==> src/rtl/alu_issue_ctrl_pkg.sv <==
// Shared types and constants for the ALU issue/sequencing stage.
package alu_issue_ctrl_pkg;

   // Sequencer states: waiting for a command, holding ALU inputs, presenting a result
   typedef enum logic [1:0] {
      ST_IDLE = 2'd0,
      ST_EXEC = 2'd1,
      ST_DONE = 2'd2
   } state_t;

   // ALU select encodings {s2,s1,s0}: s2=0 arithmetic unit, s2=1 logic unit
   localparam logic [2:0] SEL_ADD = 3'b000;
   localparam logic [2:0] SEL_SUB = 3'b001;
   localparam logic [2:0] SEL_INC = 3'b010;
   localparam logic [2:0] SEL_DEC = 3'b011;
   localparam logic [2:0] SEL_AND = 3'b100;
   localparam logic [2:0] SEL_OR  = 3'b101;
   localparam logic [2:0] SEL_XOR = 3'b110;
   localparam logic [2:0] SEL_NOT = 3'b111;

   // Default number of cycles the ALU inputs are held before sampling
   localparam int EXEC_CYCLES_DEF = 1;

   // Carry and overflow flags only carry meaning for arithmetic selects
   function automatic logic sel_is_logic(input logic [2:0] sel);
      return sel[2];
   endfunction

endpackage

==> src/rtl/alu_issue_ctrl_settle.sv <==
// Loadable down-counter with a zero flag; times the ALU settle window.
module alu_settle_timer #(
   parameter int CW = 1
) (
   input  logic          clk,
   input  logic          rst_n,
   input  logic          i_load,
   input  logic [CW-1:0] i_load_val,
   input  logic          i_dec,
   output logic [CW-1:0] o_count,
   output logic          o_zero
);

   logic [CW-1:0] r_count;

   // Load takes priority; decrement saturates at zero so the flag stays asserted
   always_ff @(posedge clk or negedge rst_n) begin
      if (!rst_n) begin
         r_count <= '0;
      end else if (i_load) begin
         r_count <= i_load_val;
      end else if (i_dec && (r_count != '0)) begin
         r_count <= r_count - 1'b1;
      end
   end

   assign o_count = r_count;
   assign o_zero  = (r_count == '0);

endmodule

==> src/rtl/alu_issue_ctrl.sv <==
// Sequencing stage around an external combinational ALU: accepts a command,
// drives registered operands/selects, waits a settle window, captures the
// result and flags, updates the accumulator and hands the result downstream.
module alu_issue_ctrl
   import alu_issue_ctrl_pkg::*;
#(
   parameter int W           = 8,
   parameter int EXEC_CYCLES = EXEC_CYCLES_DEF
) (
   input  logic         clk,
   input  logic         rst_n,
   // command interface
   input  logic         i_cmd_valid,
   output logic         o_cmd_ready,
   input  logic [2:0]   i_cmd_sel,
   input  logic         i_cmd_use_acc,
   input  logic [W-1:0] i_cmd_a,
   input  logic [W-1:0] i_cmd_b,
   input  logic         i_cmd_wr_acc,
   input  logic         i_acc_clr,
   // to/from the ALU instantiated alongside
   output logic [W-1:0] o_alu_a,
   output logic [W-1:0] o_alu_b,
   output logic         o_alu_s2,
   output logic         o_alu_s1,
   output logic         o_alu_s0,
   input  logic [W-1:0] i_alu_f,
   input  logic         i_alu_c,
   input  logic         i_alu_v,
   input  logic         i_alu_z,
   // result interface
   output logic         o_res_valid,
   input  logic         i_res_ready,
   output logic [W-1:0] o_res_f,
   output logic         o_res_c,
   output logic         o_res_v,
   output logic         o_res_z,
   output logic [W-1:0] o_acc,
   output logic [7:0]   o_op_count
);

   // Counter wide enough to hold EXEC_CYCLES-1; at least one bit
   localparam int            CW          = (EXEC_CYCLES > 1) ? $clog2(EXEC_CYCLES) : 1;
   localparam logic [CW-1:0] SETTLE_LOAD = CW'(EXEC_CYCLES - 1);

   state_t         r_state;
   logic           r_cmd_ready;
   logic           r_res_valid;
   logic [W-1:0]   r_alu_a;
   logic [W-1:0]   r_alu_b;
   logic [2:0]     r_alu_sel;
   logic           r_wr_acc;
   logic [W-1:0]   r_res_f;
   logic           r_res_c;
   logic           r_res_v;
   logic           r_res_z;
   logic [W-1:0]   r_acc;
   logic [7:0]     r_op_count;

   logic           w_accept;
   logic           w_in_exec;
   logic           w_timer_zero;
   logic           w_capture;
   logic [CW-1:0]  w_timer_count;

   assign w_accept  = i_cmd_valid & r_cmd_ready;
   assign w_in_exec = (r_state == ST_EXEC);
   assign w_capture = w_in_exec & w_timer_zero;

   // Settle window: loaded on accept, counts down while in EXEC
   alu_settle_timer #(
      .CW (CW)
   ) u_settle_timer (
      .clk        (clk),
      .rst_n      (rst_n),
      .i_load     (w_accept),
      .i_load_val (SETTLE_LOAD),
      .i_dec      (w_in_exec & ~w_timer_zero),
      .o_count    (w_timer_count),
      .o_zero     (w_timer_zero)
   );

   // Sequencer FSM with registered handshake outputs, operand and result registers
   always_ff @(posedge clk or negedge rst_n) begin
      if (!rst_n) begin
         r_state     <= ST_IDLE;
         r_cmd_ready <= 1'b1;
         r_res_valid <= 1'b0;
         r_alu_a     <= '0;
         r_alu_b     <= '0;
         r_alu_sel   <= '0;
         r_wr_acc    <= 1'b0;
         r_res_f     <= '0;
         r_res_c     <= 1'b0;
         r_res_v     <= 1'b0;
         r_res_z     <= 1'b0;
         r_op_count  <= '0;
      end else begin
         unique case (r_state)
            ST_IDLE: begin
               if (w_accept) begin
                  // A comes from the accumulator as it stands before any same-cycle clear
                  r_alu_a     <= i_cmd_use_acc ? r_acc : i_cmd_a;
                  r_alu_b     <= i_cmd_b;
                  r_alu_sel   <= i_cmd_sel;
                  r_wr_acc    <= i_cmd_wr_acc;
                  r_cmd_ready <= 1'b0;
                  r_state     <= ST_EXEC;
               end
            end
            ST_EXEC: begin
               if (w_timer_zero) begin
                  // Flags are taken exactly as the ALU drives them, whatever the unit
                  r_res_f     <= i_alu_f;
                  r_res_c     <= i_alu_c;
                  r_res_v     <= i_alu_v;
                  r_res_z     <= i_alu_z;
                  r_op_count  <= r_op_count + 8'd1;
                  r_res_valid <= 1'b1;
                  r_state     <= ST_DONE;
               end
            end
            ST_DONE: begin
               if (i_res_ready) begin
                  // Ready rises with the return to IDLE, so the next accept is a cycle later
                  r_res_valid <= 1'b0;
                  r_cmd_ready <= 1'b1;
                  r_state     <= ST_IDLE;
               end
            end
            default: begin
               r_res_valid <= 1'b0;
               r_cmd_ready <= 1'b1;
               r_state     <= ST_IDLE;
            end
         endcase
      end
   end

   // Accumulator: clear in any state beats a write-back on the capture edge
   always_ff @(posedge clk or negedge rst_n) begin
      if (!rst_n) begin
         r_acc <= '0;
      end else if (i_acc_clr) begin
         r_acc <= '0;
      end else if (w_capture && r_wr_acc) begin
         r_acc <= i_alu_f;
      end
   end

   assign o_cmd_ready = r_cmd_ready;
   assign o_alu_a     = r_alu_a;
   assign o_alu_b     = r_alu_b;
   assign o_alu_s2    = r_alu_sel[2];
   assign o_alu_s1    = r_alu_sel[1];
   assign o_alu_s0    = r_alu_sel[0];
   assign o_res_valid = r_res_valid;
   assign o_res_f     = r_res_f;
   assign o_res_c     = r_res_c;
   assign o_res_v     = r_res_v;
   assign o_res_z     = r_res_z;
   assign o_acc       = r_acc;
   assign o_op_count  = r_op_count;

endmodule

==> config.mk <==
export PLATFORM = sky130hd
export DESIGN_NAME = alu_issue_ctrl
export DESIGN_NICKNAME = d
export VERILOG_FILES = /design/src/rtl/alu_issue_ctrl_pkg.sv /design/src/rtl/alu_issue_ctrl_settle.sv /design/src/rtl/alu_issue_ctrl.sv
export SDC_FILE = /design/constraint.sdc
export NUM_CORES = 1
export LEC_CHECK = 0
export ABC_CLOCK_PERIOD_IN_PS = 1900
export BUFFER_PORTS_ARGS = -buffer_cell sky130_fd_sc_hd__buf_4
export CORE_MARGIN = 5
export CORE_UTILIZATION = 48
export DETAILED_ROUTE_END_ITERATION = 6
export GPL_TIMING_DRIVEN = 0
export PLACE_DENSITY = 0.86
export SLEW_MARGIN = 0
export SYNTH_ARGS = -nofsm -noshare
export SYNTH_HDL_FRONTEND = slang
export SYNTH_SLANG_ARGS = --single-unit
==> constraint.sdc <==
create_clock -name clk -period 1.9 [get_ports clk]
set_input_delay 0.095 -clock clk [delete_from_list [all_inputs] [get_ports clk]]
set_output_delay 0.095 -clock clk [all_outputs]
set_load 0.01 [all_outputs]
# After elaboration in Yosys (flattened, before gate mapping)
# Cells that the tools add are included.
# classes
reduce_logical	10
muxes	15
n_eq_ne	5
n_addsub	2
bitwise	6
# op_table
operator	n
2-to-1 mux 8 bit	3
AND reduction 3 bit	3
adder 8 x 1 -> 8 bit, second input constant	1
2-to-1 mux 1 bit	6
2-to-1 mux 2 bit	3
case mux 1 bit (3 select lines)	2
case mux 2 bit (3 select lines)	1
!= test 2 bit, second input constant	2
AND reduction 2 bit	2
nonzero test 2 bit	2
bitwise AND 1 bit	3
inverter 1 bit	3
equality test 2 x 1 -> 1 bit, second input constant	1
equality test 2 bit, second input constant	1
logical AND 1 bit	2
logical NOT 2 bit	1
!= test 2 x 1 -> 1 bit, second input constant	1
subtractor 1 bit, second input constant	1
# totals
ff_bits	52
in_bits	37
word_cells	52
out_inout_bits	48

# Logic depth before layout (Yosys ltp)
# depth
word_depth	5
depth_mapped	6
ltp_nobuf	3

# Modules after synthesis
# A second synthesis with hierarchy kept.
# hier_totals
hier_cells	197
area_unflattened_um2	2147.1
# modules_own_cells
module	seq_area_each_um2	area_each_um2	cells_each	n_inst
alu_issue_ctrl	1277.5	2102.0	193	1
alu_settle_timer	25.0	45.0	4	1

# Worst setup path after synthesis
# No wires, ideal clock.
# synth_timing
kind	register to register
from	register r_cmd_ready, in the netlist o_cmd_ready
to	register r_alu_b[4], in the netlist o_alu_b[4]
t_required_ps	1773
path_buffers	1
path_slack_ps	516
arrival_ps	1256
setup_ps	127
path_stages_with_launch	4
synth_period_minus_slack_ps	1384
cell_sequence	dfstp_2 > and4bb_1 > buf_4 > mux2_1
# synth_via
elab_chain_cells	2
# synth_lines
item	line	source
start: declaration	alu_issue_ctrl.sv:47	logic r_cmd_ready;
start signal: assignment	alu_issue_ctrl.sv:87	r_cmd_ready <= 1'b1;
start signal: assignment	alu_issue_ctrl.sv:107	r_cmd_ready <= 1'b0;
start signal: assignment	alu_issue_ctrl.sv:127	r_cmd_ready <= 1'b1;
bitwise AND 1 bit	alu_issue_ctrl.sv:66	assign w_accept = i_cmd_valid & r_cmd_ready;
AND reduction 2 bit (no source line)	-	
end signal: assignment	alu_issue_ctrl.sv:104	r_alu_b <= i_cmd_b;
end: declaration	alu_issue_ctrl.sv:50	logic [W-1:0] r_alu_b;
# Every way passes these cells.
# A chain may end at the register's enable or synchronous reset.

# Final worst setup path
# layout_timing
from	register r_state[0]
to	register r_alu_b[6], in the netlist o_alu_b[6]
# layout_via
elab_chain_cells	2
# layout_lines
item	line	source
start: declaration	alu_issue_ctrl.sv:46	state_t r_state;
start signal: assignment	alu_issue_ctrl.sv:86	r_state <= ST_IDLE;
start signal: assignment	alu_issue_ctrl.sv:108	r_state <= ST_EXEC;
start signal: assignment	alu_issue_ctrl.sv:120	r_state <= ST_DONE;
logical NOT 2 bit	alu_issue_ctrl.sv:99	unique case (r_state)
AND reduction 2 bit (no source line)	-	
# Every way passes these cells.

==> results.txt <==
----------------------------------------------------
[Worst hold path]
  Hold path start ... i_cmd_b[1]
  Path type of the worst min-delay path ... in2reg
  Hold worst-path end ... o_alu_b[1]$_DFFE_PN0P_
  Number of stages on the worst hold path ... 2

[Route]
  Routed wire per std cell ... about 16 um
  Top layer in use ... met4
  Met2 wire length ... 2450 um
  Vias per cell ... roughly 5.1
  Pre-Repair DR Iteration Count ... 4
  Wirelength, routed ... 4900 um
  Total routed wire length on the met1 layer ... ~2000 um
  Antenna Violating Nets Remaining ... 0
  Count of vias placed by the detailed router ... between 1500 and 2000
  Post-route DRC violation count ... 0
  Met3 wirelength from detailed routing ... approximately 400 um
  First DRT Iteration DRCs ... between 40 and 50

[Worst setup path]
  Setup slack, reg-to-reg ... about 0.41 ns
  Startpoint type of the worst setup path ... flip-flop
  Data arrival at the endpoint of the critical path ... approximately 1.7 ns
  Worst setup path category ... reg2reg
  Worst reg2reg endpoint ... o_alu_b[6]$_DFFE_PN0P_
  CP Max Fanout ... 10
  Cells on worst reg2reg path ... 4
  Worst Path Required ... around 2.1 ns
  Crit. Startpoint ... r_state[0]$_DFFE_PN0P_
  Startpoint of the worst-slack reg-to-reg timing path ... r_state[0]$_DFFE_PN0P_
  Critical Path Sink Type ... flip-flop

[Timing]
  Final hold viol count ... 0
  RSZ-0062 raised after global routing ... false
  Relative slew slack ... 0.571
  Worst clock skew ... between 0.005 and 0.006 ns
  Max frequency ... approximately 670 MHz
  Count of final setup violators ... 0
  Total count of max-transition violations in the final report ... 0
  Least-Margin Pin Slew ... 0.644 ns
  Setup TNS Final ... 0 ns
  Minimum clock period ... between 1 and 1.5 ns
  Final critical-path share of the clock period ... 0.782

[Synthesis]
  Synthesized flop and latch total ... 52
  Mapped Area ... around 2100 um^2
  Synth cell types ... 30
  Count of mapped cells out of synthesis ... 158
  Mean area per synthesized cell ... roughly 13 um^2
  Number of warnings printed during yosys synthesis ... 0
  Post-synthesis sequential area ratio ... 0.612
  Synth Net Count ... ~200

[Clock tree]
  Clock insertion delay at the later pin of the skew report ... ~0.3 ns
  Clock Tree Buf Depth ... 2
  Number of gates given a new drive strength after cts ... 0
  Clk root buf ... sky130_fd_sc_hd__clkbuf_8
  Clock tree from TritonCTS ... built
  TritonCTS buffer count ... 5
  Post-CTS Repair Setup Buffers ... 0
  Clock Sink Count ... 52
  Clock slew at reported path FFs ... 0.09 ns
  Number of hold-repair buffers added at the cts stage ... 5
  Depth of the CTS H-tree ... 2

[GRT]
  Global-route congestion overflow total ... 0
  Gr usage total ... 0.179
  Largest net degree at the start of global routing ... between 50 and 60
  Global-route wire length before repair ... ~8400 um
  Via count of the first global-routing pass ... 1776
  Initial antenna violation count ... 0

[Cells and area]
  Total area of sequential cells ... between 1000 and 1500 um^2
  Proportion of layout cells with a drive suffix above 1 ... 0.434
  Post-route insts no fill ... roughly 310
  Number of nets in the layout ... about 300
  Most common cell after layout, fill and taps aside ... sky130_fd_sc_hd__buf_4
  Commonest non-fill, non-tap cells in the layout ... 84 x sky130_fd_sc_hd__buf_4, 51 x sky130_fd_sc_hd__dfrtp_1, 17 x sky130_fd_sc_hd__nor2_1
  Number of filler instances in the final layout ... about 330
  Area used by multi-input combinational logic ... around 760 um^2
  Signed area change from the synthesized netlist to the final layout ... 40.0%
  # diodes ... 0
  Final core occ ... 0.689

[Flow run]
  Max capacitance violation total ... 0

[Outcome]
  Status ... finished, final reports clean

[Placement]
  Last weighted congestion value of the routability-driven placer ... 0.719
  Count of buffers from port buffering ... slightly above 80
  Number of placed cells counting well taps ... around 300
  Hpwl dp ... approximately 3500 um

[Die]
  Die H ... about 77 um
  Starting utilization of the core area ... 0.492
  Area inside the core boundary ... around 4300 um^2
  Die X-Extent ... 76.6 um
  Total Die Area ... 5870 um^2
  Total I/O pin count ... 85
  Number of core rows ... 24

[Power]
  Leakage ... around 1.5 nW
  Maximum vdd drop ... 0.000651 V
  Post-layout total power ... roughly 3.6 mW
  Areal power density over the cells ... about 1200 nW/um^2

----------------------------------------------------
[Yosys cell counts (all sizes together)]
cell,count,area (um^2)
a21oi,10,53.8
and2,1,6.26
mux2,24,270
ha,1,12.5
nor2,17,63.8
and3,1,6.26
and4,1,8.76
nand4,2,12.5
xor2,1,8.76
inv,3,11.3
dfrtp,51,1280
buf,8,56.3
nand3,3,15.0
a221oi,1,8.76
nor3b,1,12.5
nor3,1,5.00
and4bb,2,25.0
dfstp,1,26.3
clkbuf,1,3.75
mux2i,16,160
a21o,1,7.51
o21ai,2,10.0
a31o,1,8.76
nand2,2,7.51
xnor2,6,52.6
[state kept, by name (all words and copies together), names as in the netlist, 2 cells and up]
signal and cells:
o_res_f 8, o_alu_a 8, o_op_count 8, r_state 2, o_acc 8, o_alu_b 8, r_alu_sel 3
[how the worst max path moves through the flow]
stage,end,slack [ns],depth (start not counted)
finish,o_alu_b[6]$_DFFE_PN0P_,0.41,4
detailed placement,o_alu_b[6]$_DFFE_PN0P_,0.42,4
floorplan,o_alu_b[4]$_DFFE_PN0P_,0.52,3
global placement,o_alu_b[6]$_DFFE_PN0P_,0.44,4
CTS,o_alu_b[6]$_DFFE_PN0P_,0.40,4
global route,o_alu_b[6]$_DFFE_PN0P_,0.36,4
[per-layer routing]
metal / vias to the layer above / global-route usage
met5: - / 0
met4: 0 / 0.0472
met3: 6 / 0.0804
met2: 51 / 0.301
met1: 759 / 0.206
li1: 741 / -
[cell families (layout without fill, tap and decap cells)]
| kind of cell | count (synthesis) | count (layout) | share of synthesized area |
|---|---|---|---|
| and+or+nand+nor | 31 | 31 | 0.0764 |
| buffers and inverters | 12 | 110 | 0.0335 |
| AOI/OAI and AO/OA | 15 | 15 | 0.0417 |
| xor gates and xnor gates | 7 | 7 | 0.0288 |
| muxes | 40 | 40 | 0.202 |
| adders and majority gates | 1 | 1 | 0.00587 |
| DFF | 52 | 52 | 0.612 |
[report_power, final]
group | switching, mW | internal [mW]
clock | 0.350 | 0.298
combinational | 0.535 | 0.736
sequential | 0.217 | 1.48
total | 1.10 | 2.51
[worst max-delay path, stage by stage, from the launching register on]
cell                       delay [ns]
sky130_fd_sc_hd__dfrtp_1         0.37
sky130_fd_sc_hd__buf_4           0.15
sky130_fd_sc_hd__and4bb_1        0.31
sky130_fd_sc_hd__buf_4           0.20
sky130_fd_sc_hd__mux2_1          0.34
[layout make-up]
cell class,count,share of cell area
multi-input combinational,94,0.254
clock buffer,8,0.0302
inverter,3,0.00378
buffer,9,0.0202
tap,52,0.0218
timing repair buffer,90,0.233
sequential,52,0.437
[metrics by stage]
step	area (um^2)	setup slack (ns)	hold WS [ns]
final	2980	0.415	0.00524
after global placement	2810	0.444	0.169
after CTS	2950	0.398	0.00270
after floorplan	2130	0.516	-0.201
after global routing	2980	0.361	0.00335
after detailed placement	2810	0.417	0.163
(Power assumes the default switching activity.)
